### config.mk
export PLATFORM = sky130hd
export DESIGN_NAME = redirect_flush_seq
export DESIGN_NICKNAME = d
export VERILOG_FILES = /design/src/rtl/redirect_flush_seq.sv
export SDC_FILE = /design/constraint.sdc
export NUM_CORES = 1
export LEC_CHECK = 0
export CAP_MARGIN = 0
export CORE_MARGIN = 2
export CORE_UTILIZATION = 44
export DETAILED_ROUTE_END_ITERATION = 12
export PLACE_DENSITY = 0.76
export SLEW_MARGIN = 20
export SYNTH_ARGS = -nofsm -noshare
export SYNTH_HDL_FRONTEND = slang
export SYNTH_SLANG_ARGS = --single-unit
### constraint.sdc
create_clock -name clk -period 1.95 [get_ports clk]
set_input_delay 0.39 -clock clk [delete_from_list [all_inputs] [get_ports clk]]
set_output_delay 0.39 -clock clk [all_outputs]
set_load 0.01 [all_outputs]
### src/rtl/redirect_flush_seq.sv
// rtl/redirect_flush_seq.sv - PC owner and redirect/flush sequencer for the 5-stage MIPS core
//
// Purpose:
//   Holds the program counter and converts ID-stage control-transfer decisions
//   (jr, taken bne, jump) and load-use stall requests into registered PC
//   updates, IF/ID and ID/EX flush strobes, and pipeline write enables.
//   Redirects that arrive while instruction memory is not ready are held
//   pending until the fetch can be accepted.
//
// Ports:
//   clk, reset_n                 core clock, asynchronous active-low reset
//   jump, bne, jr                ID-stage control-transfer decisions
//   jump_addr, bne_addr, jr_addr targets for the above
//   load_use                     ID-stage load-use hazard
//   imem_ready                   instruction memory accepts a fetch at pc
//   pc                           current fetch address (registered)
//   pc_write, ifid_write         combinational advance / IF/ID load enables
//   IF_flush, ID_flush           registered flush strobes
//   redirect_cnt, stall_cnt      saturating event counters

module redirect_flush_seq #(
   parameter int unsigned       ADDR_W   = 32,
   parameter logic [ADDR_W-1:0] RESET_PC = {ADDR_W{1'b0}},
   parameter int unsigned       CNT_W    = 16
) (
   input  logic              clk,
   input  logic              reset_n,
   input  logic              jump,
   input  logic              bne,
   input  logic              jr,
   input  logic [ADDR_W-1:0] jump_addr,
   input  logic [ADDR_W-1:0] bne_addr,
   input  logic [ADDR_W-1:0] jr_addr,
   input  logic              load_use,
   input  logic              imem_ready,
   output logic [ADDR_W-1:0] pc,
   output logic              pc_write,
   output logic              ifid_write,
   output logic              IF_flush,
   output logic              ID_flush,
   output logic [CNT_W-1:0]  redirect_cnt,
   output logic [CNT_W-1:0]  stall_cnt
);

   localparam logic [1:0] ST_RUN   = 2'd0;
   localparam logic [1:0] ST_REDIR = 2'd1;
   localparam logic [1:0] ST_WAIT  = 2'd2;

   localparam logic [ADDR_W-1:0] PC_STEP = {{(ADDR_W-3){1'b0}}, 3'b100};
   localparam logic [CNT_W-1:0]  CNT_ONE = {{(CNT_W-1){1'b0}}, 1'b1};

   logic [1:0]        state_q, state_d;
   logic [ADDR_W-1:0] pc_q, pc_d;
   logic              if_flush_q, if_flush_d;
   logic              id_flush_q, id_flush_d;
   logic [ADDR_W-1:0] tgt_q, tgt_d;
   // Whether the pending redirect also kills the ID/EX slot (jr/bne do, jump does not).
   logic              tgt_idf_q, tgt_idf_d;
   logic [CNT_W-1:0]  redirect_cnt_q, redirect_cnt_d;
   logic [CNT_W-1:0]  stall_cnt_q, stall_cnt_d;

   logic              req_any;
   logic [ADDR_W-1:0] sel_tgt;
   logic              sel_idf;
   logic [ADDR_W-1:0] pc_inc;

   function automatic logic [CNT_W-1:0] sat_inc(input logic [CNT_W-1:0] v);
      return (&v) ? v : (v + CNT_ONE);
   endfunction

   // Redirect source selection: jr > bne > jump.
   always_comb begin
      req_any = jr | bne | jump;
      sel_tgt = jump_addr;
      sel_idf = 1'b0;
      if (jr) begin
         sel_tgt = jr_addr;
         sel_idf = 1'b1;
      end else if (bne) begin
         sel_tgt = bne_addr;
         sel_idf = 1'b1;
      end
   end

   // Sequential fetch address; wraps naturally modulo 2^ADDR_W.
   assign pc_inc = pc_q + PC_STEP;

   always_comb begin
      state_d        = state_q;
      pc_d           = pc_q;
      if_flush_d     = 1'b0;
      id_flush_d     = 1'b0;
      tgt_d          = tgt_q;
      tgt_idf_d      = tgt_idf_q;
      redirect_cnt_d = redirect_cnt_q;
      stall_cnt_d    = stall_cnt_q;
      pc_write       = 1'b0;
      ifid_write     = 1'b0;

      case (state_q)
         ST_RUN: begin
            if (load_use) begin
               // Stall outranks redirects: the instruction in ID is
               // re-presented next cycle and re-decides.
               id_flush_d  = 1'b1;
               stall_cnt_d = sat_inc(stall_cnt_q);
            end else if (req_any) begin
               tgt_d      = sel_tgt;
               tgt_idf_d  = sel_idf;
               if_flush_d = 1'b1;
               if (imem_ready) begin
                  pc_d           = sel_tgt;
                  pc_write       = 1'b1;
                  ifid_write     = 1'b1;
                  id_flush_d     = sel_idf;
                  redirect_cnt_d = sat_inc(redirect_cnt_q);
                  state_d        = ST_REDIR;
               end else begin
                  state_d = ST_WAIT;
               end
            end else if (imem_ready) begin
               pc_d       = pc_inc;
               pc_write   = 1'b1;
               ifid_write = 1'b1;
            end
         end

         ST_REDIR: begin
            // ID holds a flushed slot, so requests this cycle are ignored.
            state_d = ST_RUN;
            if (imem_ready) begin
               pc_d       = pc_inc;
               pc_write   = 1'b1;
               ifid_write = 1'b1;
            end
         end

         ST_WAIT: begin
            // Keep IF/ID flushed so stale contents never issue while waiting.
            if_flush_d = 1'b1;
            if (imem_ready) begin
               pc_d           = tgt_q;
               pc_write       = 1'b1;
               id_flush_d     = tgt_idf_q;
               redirect_cnt_d = sat_inc(redirect_cnt_q);
               state_d        = ST_REDIR;
            end
         end

         default: begin
            state_d = ST_RUN;
         end
      endcase
   end

   always_ff @(posedge clk or negedge reset_n) begin
      if (!reset_n) begin
         state_q        <= ST_RUN;
         pc_q           <= RESET_PC;
         if_flush_q     <= 1'b0;
         id_flush_q     <= 1'b0;
         tgt_q          <= {ADDR_W{1'b0}};
         tgt_idf_q      <= 1'b0;
         redirect_cnt_q <= {CNT_W{1'b0}};
         stall_cnt_q    <= {CNT_W{1'b0}};
      end else begin
         state_q        <= state_d;
         pc_q           <= pc_d;
         if_flush_q     <= if_flush_d;
         id_flush_q     <= id_flush_d;
         tgt_q          <= tgt_d;
         tgt_idf_q      <= tgt_idf_d;
         redirect_cnt_q <= redirect_cnt_d;
         stall_cnt_q    <= stall_cnt_d;
      end
   end

   assign pc           = pc_q;
   assign IF_flush     = if_flush_q;
   assign ID_flush     = id_flush_q;
   assign redirect_cnt = redirect_cnt_q;
   assign stall_cnt    = stall_cnt_q;

endmodule

==> Yosys cells after proc, flatten, opt, wreduce, memory -nomap -nowiden <==
Index checks and enable logic that the tools add are counted.
{ "word_totals": {"register_bits": 101, "in_bits": 103, "out_inout_bits": 68, "word_cells": 64} }
{ "op_classes": {"add_sub_neg": 3, "n_eq_ne": 6, "n_mux": 32, "bitwise": 4, "n_reduce_logical": 11} }
{ "ops": {"columns": ["op", "count"], "rows": [
  ["$mux 32", 7],
  ["$pmux 32 s3", 1],
  ["$mux 16", 4],
  ["$add 16x1->16 const B", 2],
  ["$add 32x3->32 const B", 1],
  ["$pmux 16 s2", 1],
  ["$reduce_and 16->1", 2],
  ["$reduce_and 3->1", 4],
  ["$mux 1", 10],
  ["$mux 2", 4],
  ["$pmux 1 s2", 4],
  ["$ne 2x2->1 const B", 3],
  ["$pmux 2 s2", 1],
  ["$reduce_and 4->1", 1],
  ["$ne 3x3->1 const B", 1],
  ["$reduce_bool 3->1", 1],
  ["$eq 2x1->1 const B", 1],
  ["$eq 2x2->1 const B", 1],
  ["$logic_not 2->1", 1],
  ["$not 1->1", 2],
  ["$or 1x1->1", 2],
  ["$reduce_bool 2->1", 1],
  ["$reduce_or 2->1", 1]
]} }

==> Depth between registers and ports, before layout <==
Gate-level depths: netlist of the first run.
{ "depth": {"word_depth": 6, "ltp_mapped": 10, "ltp_nobuf": 7} }

==> Worst setup path after synthesis of the first run <==
Ideal clock, no wire load.
{ "synth_timing": {"kind": "input to register", "from": "in jr", "to": "reg pc_q[29], in the netlist pc[29]", "setup_ns": 0.131, "t_arrival_ns": 2.014, "required_ns": 1.819, "setup_slack_ns": -0.196, "stages": 7, "n_path_buf": 2, "cell_sequence": "buf_6 or3_1 buf_6 a21oi_4 o221a_2 mux2_2 or3_1"} }
{ "synth_via": {"elab_chain_len": 5, "word_cells_on_any_way": 9, "classes_between": "eq/ne (1); mux (5); bitwise (2); reduce/logical (1)"} }
{ "synth_rtl": {"columns": ["element", "line", "text"], "rows": [
  ["start: declaration", "30", "input logic jr,"],
  ["$mux 32 or $or 1x1->1 (tied branches)", "76, 73", null],
  ["$mux 32 or $or 1x1->1 (tied branches)", "111, 73", null],
  ["$mux 32", "107", "end else if (req_any) begin"],
  ["$mux 32", "102", "if (load_use) begin"],
  ["$pmux 32 s3", "100", "case (state_q)"],
  ["end signal: assignment", "168", "pc_q <= pc_d;"],
  ["end: declaration", "53", "logic [ADDR_W-1:0] pc_q, pc_d;"]
]} }
Parallel ways exist; a longest one is shown, timed or not. The select of a mux whose other input is x is not followed.
A chain may end at the register's enable or synchronous reset.

==> Final worst setup path of the first run <==
{ "layout_timing": {"from": "reg state_q[0]", "to": "out pc_write"} }
{ "layout_via": {"elab_chain_len": 3, "word_cells_on_any_way": 5, "classes_between": "eq/ne (2); mux (1); reduce/logical (2)"} }
{ "layout_rtl": {"columns": ["element", "line", "text"], "rows": [
  ["start: declaration", "52", "logic [1:0] state_q, state_d;"],
  ["start signal: assignment", "167", "state_q <= state_d;"],
  ["$eq 2x2->1 or $eq 2x1->1 (tied branches)", "100", null],
  ["$reduce_or 2->1 (no line)", null, null],
  ["$pmux 1 s2 (*)", "100", null],
  ["end: declaration", "37", "output logic pc_write,"]
]} }
Mark *: on every way between the ends. The rest lies on a longest branch, timed or not.

==> metrics.cfg, run 1 <==
[placed_design]
dp.cells = 1063
dp_hpwl_um = 14600
pre_cts_ws_ns = -0.554
gp_congestion = 0.957
dpl_cell_area_um2 = 8640
port_buffers = 170

[timing]
fin_ws_ns = -0.104
skew_ns = 0.00928
fmax_ghz = 0.487
hold_viol = 0
grt_setup_unrepaired = true
tightest_slew_ns = 0.615
setup_viol = 6
max_slew_margin_pct = 58.9
finalCritPeriodShare_pct = 105
hold_ws_ns = 0.478
fin_crit_ns = 2.05
final_max_slew_viol_count = 0

[power]
switching_share_pct = 37.7
intPower_mw = 7.32
switchingPower_mw = 4.44
combPwrFrac_pct = 53.3
clkPwrFrac_pct = 16.5
powerDensity_nw_per_um2 = 1270
seqPwrFrac_pct = 30.1
peakVddDrop_mv = 0.772
leakage_nw = 4.01

[global_routing]
grt_antenna_before_repair = 0
grt_usage_pct = 27.2
grt_pass1_vias = 6080
grt_pass1_wl_um = 30900
grt_max_degree = 45
grt_overflow = 0

[layout]
final_cell_mix = clkdlybuf4s50_1 (163), buf_4 (111), dfrtp_1 (99)
final_common_cell = clkdlybuf4s50_1
design_area_um2 = 9250
diodes = 0
stdcell_count = 1088
utilization_pct = 70.1
syn_to_final_growth_pct = 55.8
drive_gt1_share_pct = 23.6
finalNetCount = 1018

[critical_path]
path_class = flip-flop to output port
crit_path_start_kind = flip-flop
worst-endpoint-required_ns = 1.56
crit_arrival_ns = 1.66
critPathMaxFanout = 3
r2r_slack_ns = -0.02
critPathCaptureType = output port

[clock_tree]
cts_buffers = 9
clockBufferDepth = 2
htreeDepth = 3
clockRootBuffer = clkbuf_16
cts.sinks = 101
cts_tree = built
clkSlewWorstSetupHoldPaths_ns = 0.06
clk_latency_ns = 0.36

[drt]
wl_per_cell_um = 18.1
num_vias = 6219
detail-route-antenna-nets = 0
firstDrtPassIters = 5
drt_iter0_drc = 523
drc = 0
route.final.wire_length_um = 19700
routed_via_density = 5.72

[yosys]
syn-num-nets = 754
async_reset_ff_share_pct = 100
ys_types = 59
synth-edff-count = 0
syn_avg_cell_area_um2 = 9.22
yosysSeqAreaShare_pct = 42.6
syn-cell-area_um2 = 5940
syn-instance-count = 644
yosys_warnings = 0
ys.flop_type = dfrtp_1
ys_ff_latch = 101

[outcome]
outcome = finished with violations
violations = setup timing

[die]
pin_count = 171
die_y_um = 120
core_um2 = 13200
initial_core_util_pct = 45.0
die_w_um = 120
die-area_um2 = 14400
rows = 42

[min_path]
hold_class = flip-flop to flip-flop

[flow_run]
drv_cap = 0

registers in the layout, indices dropped and copies added, names as in the netlist:
name / cells
redirect_cnt: 16
ID_flush: 1
IF_flush: 1
tgt_q: 32
tgt_idf_q: 1
stall_cnt: 16
pc: 32
state_q: 2
final cells by class:
| type | count | area, um2 |
|---|---|---|
| Clock buffer | 10 | 239 |
| Timing Repair Buffer | 292 | 2720 |
| Tap cell | 176 | 220 |
| Sequential cell | 101 | 2530 |
| Multi-Input combinational cell | 497 | 3440 |
| Fill cell | 1025 | 3940 |
| Inverter | 7 | 26.3 |
| Clock inverter | 5 | 75.1 |
synth_stat cells (5+ instances only):
| cell type | count | area share, % |
|---|---|---|
| nand4_1 | 23 | 2.4 |
| and2_1 | 6 | 0.63 |
| nor3_1 | 10 | 0.84 |
| a31oi_1 | 7 | 0.74 |
| xnor2_1 | 14 | 2.1 |
| and4_1 | 8 | 1.2 |
| buf_2 | 6 | 0.51 |
| and3_1 | 8 | 0.84 |
| a221oi_1 | 5 | 0.74 |
| nand3_1 | 20 | 1.7 |
| inv_1 | 7 | 0.44 |
| nand2_1 | 89 | 5.6 |
| a21oi_1 | 24 | 2.0 |
| ha_1 | 7 | 1.5 |
| dfrtp_1 | 101 | 43 |
| a22o_1 | 6 | 0.89 |
| nor4_1 | 5 | 0.53 |
| a41oi_1 | 7 | 1.0 |
| xor2_1 | 14 | 2.1 |
| o21ai_0 | 83 | 7.0 |
| mux2_2 | 27 | 5.1 |
| nor2_1 | 36 | 2.3 |
| mux2i_1 | 31 | 5.2 |
| clkbuf_1 | 29 | 1.8 |
kinds of logic (layout without fill, tap and decap cells):
logic type               count (synthesis)  count (layout)  share of synthesized area, %
AND/OR/NAND/NOR                        231             231                          19.5
AO/OA/AOI/OAI                          171             171                          18.1
flip-flops                             101             101                          42.6
multiplexers                            60              60                          10.7
buffers and inverters                   46             314                          3.41
XOR/XNOR                                28              28                          4.13
adder cells (fa/ha/maj)                  7               7                          1.48
metrics by stage:
stage               setup TNS, ns  total power [mW]
finish                     -0.161              11.8
global route               -0.940              12.5
CTS                       -0.0622              11.5
detailed placement         -25.56              9.34
global placement           -22.74              9.15
floorplan                  -0.412              6.27
worst max-delay path, cell delays in order, from the launching register on:
cell and delay, ns:
dfrtp_1 0.39, inv_2 0.09, ha_4 0.16, nor2b_4 0.17, nor2_1 0.07, nor3_2 0.26, buf_2 0.18
timing repair:
| item | 4_1_cts | 5_1_grt |
|---|---|---|
| buffers inserted | 3 | 5 |
| cloned | 1 | 0 |
| endpoints found under the setup margin | 54 | 33 |
| pin swaps | 4 | 13 |
| hold buffers | 1 | 0 |
| endpoints found under the hold margin | 30 | 0 |
| resized for setup | 31 | 26 |
routing by layer:
metal | GRT usage [%] | share of wire, % | vias to the layer above
met1 | 34.0 | 41 | 2979
met5 | 0 | 0 | -
met4 | 11.6 | 3.9 | 0
met2 | 46.0 | 49 | 275
li1 | - | - | 2909
met3 | 5.32 | 6.2 | 56
path summary, 6_finish.rpt:
path                            startpoint              end  cells past startpoint
max in group asynchronous          reset_n           pc[18]                      3
worst max register to register  state_q[0]  redirect_cnt[9]                      9
min in group asynchronous          reset_n  redirect_cnt[5]                      2
worst min-delay path             tgt_idf_q        tgt_idf_q                      2
worst max-delay path            state_q[0]         pc_write                      6
worst min register to register   tgt_idf_q        tgt_idf_q                      2
power groups by stage:
| stage | logic, mW | clock network (mW) | registers [mW] |
|---|---|---|---|
| 2_1_floorplan | 2.58 | 0 | 3.68 |
| 4_1_cts | 6.05 | 1.97 | 3.51 |
| 6_report | 6.27 | 1.94 | 3.54 |
| 3_3_place_gp | 5.66 | 0 | 3.49 |
| 3_5_place_dp | 5.81 | 0 | 3.53 |
| 5_1_grt | 6.78 | 2.05 | 3.63 |
Power figures use the tool's default switching activity.
==> run 2, diff against run 1 <==
Settings changed: CORE_UTILIZATION 44 to 40, PLACE_DENSITY 0.76 to 0.7, REMOVE_ABC_BUFFERS from default to 1.
==> run 2 against run 1 <==
The flow now finishes without violations. Setup slack improved by 0.14 ns. Critical path depth fell by 1. Cell area fell by 2.4%. Register-to-register slack improved by 0.05 ns. Clock-buffer cell count rose by 1. Utilization fell by 8.0 points.
==> metrics.cfg, run 2 (synthesized netlist as in run 1, its figures left out) <==
[outcome]
outcome = complete, no violations

[critical_path]
reg2reg_from = pc[11]
critPathCaptureType = flip-flop
critPathMaxFanout = 7
crit_arrival_ns = 2.16
path_class = flip-flop to flip-flop
rr_endpoint = pc[26]
worst-endpoint-required_ns = 2.19
r2r_slack_ns = 0.03
reg2reg_depth = 5
crit_path_start_kind = flip-flop

[drt]
route.final.wire_length_um = 18600
routed_via_density = 5.58
firstDrtPassIters = 5
wl_per_cell_um = 17.2
num_vias = 6013
drt_iter0_drc = 396
detail-route-antenna-nets = 0
drc = 0

[layout]
design_area_um2 = 9030
drive_gt1_share_pct = 21.1
n_fill_cell = 1230
final_common_cell = clkdlybuf4s50_1
final_cell_mix = clkdlybuf4s50_1 (163), dfrtp_1 (100), buf_4 (91)
stdcell_count = 1078
diodes = 0
utilization_pct = 62.1
syn_to_final_growth_pct = 52.1
finalNetCount = 1000

[timing]
fin_ws_ns = 0.0326
setup_viol = 0
setup_tns_ns = 0
hold_viol = 0
final_max_slew_viol_count = 0
finalCritPeriodShare_pct = 98.3
hold_ws_ns = 0.00138
grt_setup_unrepaired = true
fin_crit_ns = 1.92
fmax_ghz = 0.522
max_slew_margin_pct = 63.8
skew_ns = 0.00685
tightest_slew_ns = 0.540

[global_routing]
grt.busiest_layer = met2
grt_overflow = 0
grt_use_met3_pct = 5.14
grt_pass1_wl_um = 29300
grt_antenna_before_repair = 0
grt_max_degree = 40
grt_usage_pct = 22.8
use_met2_pct = 37.6
grtUsageMet1_pct = 29.9
grt_pass1_vias = 5872

[clock_tree]
clockRootBuffer = clkbuf_16
clk_latency_ns = 0.35
clockBufferDepth = 2
cts_tree = built
clkSlewWorstSetupHoldPaths_ns = 0.07
cts.sinks = 101
htreeDepth = 3
cts_buffers = 9
postCtsHoldBufs = 0

[power]
leakage_nw = 3.88
peakVddDrop_mv = 0.728
powerDensity_nw_per_um2 = 1240
totalPowerFinal_mw = 11.2

[die]
die_y_um = 126
initial_core_util_pct = 40.8
rows = 44
core_um2 = 14500
die_w_um = 126
die-area_um2 = 15800
pin_count = 171

[placed_design]
dp.cells = 1058
port_buffers = 170
pre_cts_ws_ns = -0.529
gp_congestion = 0.870
dpl_cell_area_um2 = 8500
dp_hpwl_um = 13900

[flow_run]
drv_cap = 0

[min_path]
hold_class = input port to asynchronous set/reset pin

==> run 2: cell types whose count changed in the layout (fill, tap and decap cells not counted), sizes merged <==
cell          delta
dlygate4sd2      -1
bufinv           -2
bufbuf           -1
clkbuf           +2
buf             -17
clkinv           -1
dlygate4sd3      -1
clkinvlp         +2
dlymetal6s2s     +1
==> run 2: power by group <==
group          switching [mW]  internal [mW]  leakage (nW)
sequential              0.666           2.89          1.28
combinational            2.89           3.08          2.47
clock                   0.800          0.890         0.127
==> run 2: routing by layer <==
layer  routed length [um]  vias up
met3                 1260       32
met1                 8210     2891
met5                    0        -
li1                     -     2874
met4                  384        0
met2                 8710      216
==> run 2: worst max-delay path, stage by stage, from the launching register on <==
cell and delay, ns:
dfrtp_1 0.48, nand4_1 0.21, nor4_4 0.34, buf_4 0.21, nand4_1 0.17, a311o_1 0.39
==> run 2: worst max path at each step <==
stage | startpoint | end | slack [ns] | cells past startpoint
after floorplan | state_q[0] | pc[0] | -0.58 | 6
after global placement | jump | pc[29] | -0.50 | 6
after detailed placement | jump | pc[29] | -0.53 | 6
after CTS | state_q[0] | stall_cnt[14] | 0.01 | 8
after global routing | pc[11] | pc[26] | -0.04 | 5
final | pc[11] | pc[26] | 0.03 | 5
==> run 2: area by class of cell <==
type,count,area (um2),area share (%)
inverter,7,26.3,0.291
clock inverter,4,25.0,0.277
tap,184,230,2.55
timing repair buffer,274,2560,28.4
clock buffer,11,243,2.69
multi-input combinational,497,3410,37.8
sequential,101,2530,28.0
==> run 2: what timing repair did <==
action,CTS,global route
setup buffers,1,2
pin swaps,4,14
gates resized for setup,28,36
gates cloned,0,2
setup endpoints to repair,51,35
==> run 3, diff against run 2 <==
Settings changed: REMOVE_ABC_BUFFERS 1 to default.
==> run 3 against run 2 <==
The run now ends with setup timing left. Global-route usage grew 1.0 points. Die area is the same. Via count shrank 0.23%. Clock-buffer cell count grew 1. Combinational power grew 4.2%. Cell count grew 0.65%. Non-clock buffer count grew 7. Sequential power shrank 1%. Largest cell class unchanged. Largest power group unchanged.
==> metrics.cfg, run 3 (synthesized netlist as in run 1, its figures left out) <==
[outcome]
outcome = finished with violations
violations = setup timing

[placed_design]
dp_hpwl_um = 14300
dp.cells = 1059
gp_congestion = 0.861
dpl_cell_area_um2 = 8560
port_buffers = 170

[die]
rows = 44
die_y_um = 126
die-area_um2 = 15800
core_um2 = 14500
pin_count = 171
die_w_um = 126
initial_core_util_pct = 40.8

[timing]
skew_ns = 0.00515
grt_setup_unrepaired = true
fin_ws_ns = -0.000894
tightest_slew_ns = 0.595
hold_ws_ns = 0.0396
fmax_ghz = 0.513
final_max_slew_viol_count = 0
setup_tns_ns = -0.000894
setup_viol = 1
max_slew_margin_pct = 60.3
finalCritPeriodShare_pct = 100
hold_viol = 0
fin_crit_ns = 1.95

[clock_tree]
clkSlewWorstSetupHoldPaths_ns = 0.07
clockBufferDepth = 2
cts.sinks = 101
clk_latency_ns = 0.35
cts_tree = built
clockRootBuffer = clkbuf_16
htreeDepth = 3
cts_buffers = 9

[drt]
routed-wl-met2_um = 9850
detail-route-antenna-nets = 0
dr.max_layer_used = met4
m1WireLength_um = 8170
drt_iter0_drc = 497
routed_via_density = 5.53
wl_per_cell_um = 17.7
drc = 0
firstDrtPassIters = 5
num_vias = 5999
dr_wl_met3_um = 824
route.final.wire_length_um = 19200

[global_routing]
grt_pass1_wl_um = 30600
grt_pass1_vias = 6015
grt_overflow = 0
grt_max_degree = 102
grt_usage_pct = 23.9
grt_antenna_before_repair = 0

[layout]
final_cell_mix = clkdlybuf4s50_1 (163), dfrtp_1 (101), buf_4 (96)
finalNetCount = 1007
regArea_um2 = 2530
utilization_pct = 62.8
multi_input_area_um2 = 3420
drive_gt1_share_pct = 22.3
design_area_um2 = 9130
syn_to_final_growth_pct = 53.8
n_fill_cell = 1210
final_common_cell = clkdlybuf4s50_1
stdcell_count = 1085
diodes = 0

[critical_path]
crit_arrival_ns = 1.56
worst-endpoint-required_ns = 1.56
critPathMaxFanout = 5
path_class = flip-flop to output port
critPathCaptureType = output port
crit_path_start_kind = flip-flop

[power]
powerDensity_nw_per_um2 = 1250
leakage_nw = 3.93
peakVddDrop_mv = 0.604

[min_path]
hold_class = input port to asynchronous set/reset pin

[flow_run]
drv_cap = 0

## run 3: repair_timing
action                     4_1_cts  5_1_grt
setup endpoints to repair       50       27
cloned                           1        1
gates resized for setup         28       29
hold endpoints to repair         0        0
setup buffers                    1        8
hold buffers                     0        0
pin swaps                        3       17
## run 3: worst paths after layout
kind | end | depth (start not counted) | slack (ns) | startpoint
max reg2reg | redirect_cnt[13] | 8 | 0.03 | state_q[0]
min reg2reg | tgt_idf_q | 2 | 0.48 | tgt_idf_q
max in group asynchronous | pc[21] | 2 | 1.40 | reset_n
min | redirect_cnt[5] | 2 | 0.04 | reset_n
max | ifid_write | 7 | -0.0009 | state_q[0]
min in group clk | tgt_idf_q | 2 | 0.48 | tgt_idf_q
## run 3: area by class of cell
cell class                      instances  share of cell area [%]
Clock inverter                          3                   0.233
Inverter                                7                   0.288
Sequential cell                       101                    27.7
Timing Repair Buffer                  281                    29.0
Tap cell                              184                    2.52
Clock buffer                           12                    2.81
Multi-Input combinational cell        497                    37.4
## run 3: per-layer routing
layer | up-vias | global-route usage (%)
met2 | 199 | 43.0
met3 | 25 | 3.02
met1 | 2888 | 29.9
met5 | - | 0
li1 | 2887 | -
met4 | 0 | 7.50
## run 3: critical path: stages (launching register included)
cell,delay [ns]
dfrtp_1,0.39
inv_2,0.09
ha_4,0.16
nor2b_4,0.15
buf_6,0.11
nor2_2,0.03
nor2_1,0.12
buf_2,0.16
## run 3: per-stage QoR
stage	power, mW	setup WS, ns
floorplan	6.27	-0.0524
global placement	9.05	-0.513
detailed placement	9.24	-0.591
CTS	11.2	-0.00810
global route	12.2	-0.0585
finish	11.5	-0.000894
## run 3: power breakdown
part           switching (mW)  total (mW)  internal, mW  leakage, nW
Combinational            2.94        6.21          3.27         2.51
Sequential              0.625        3.51          2.89         1.28
Clock                   0.803        1.73         0.930        0.135
Total                    4.37        11.5          7.09         3.93
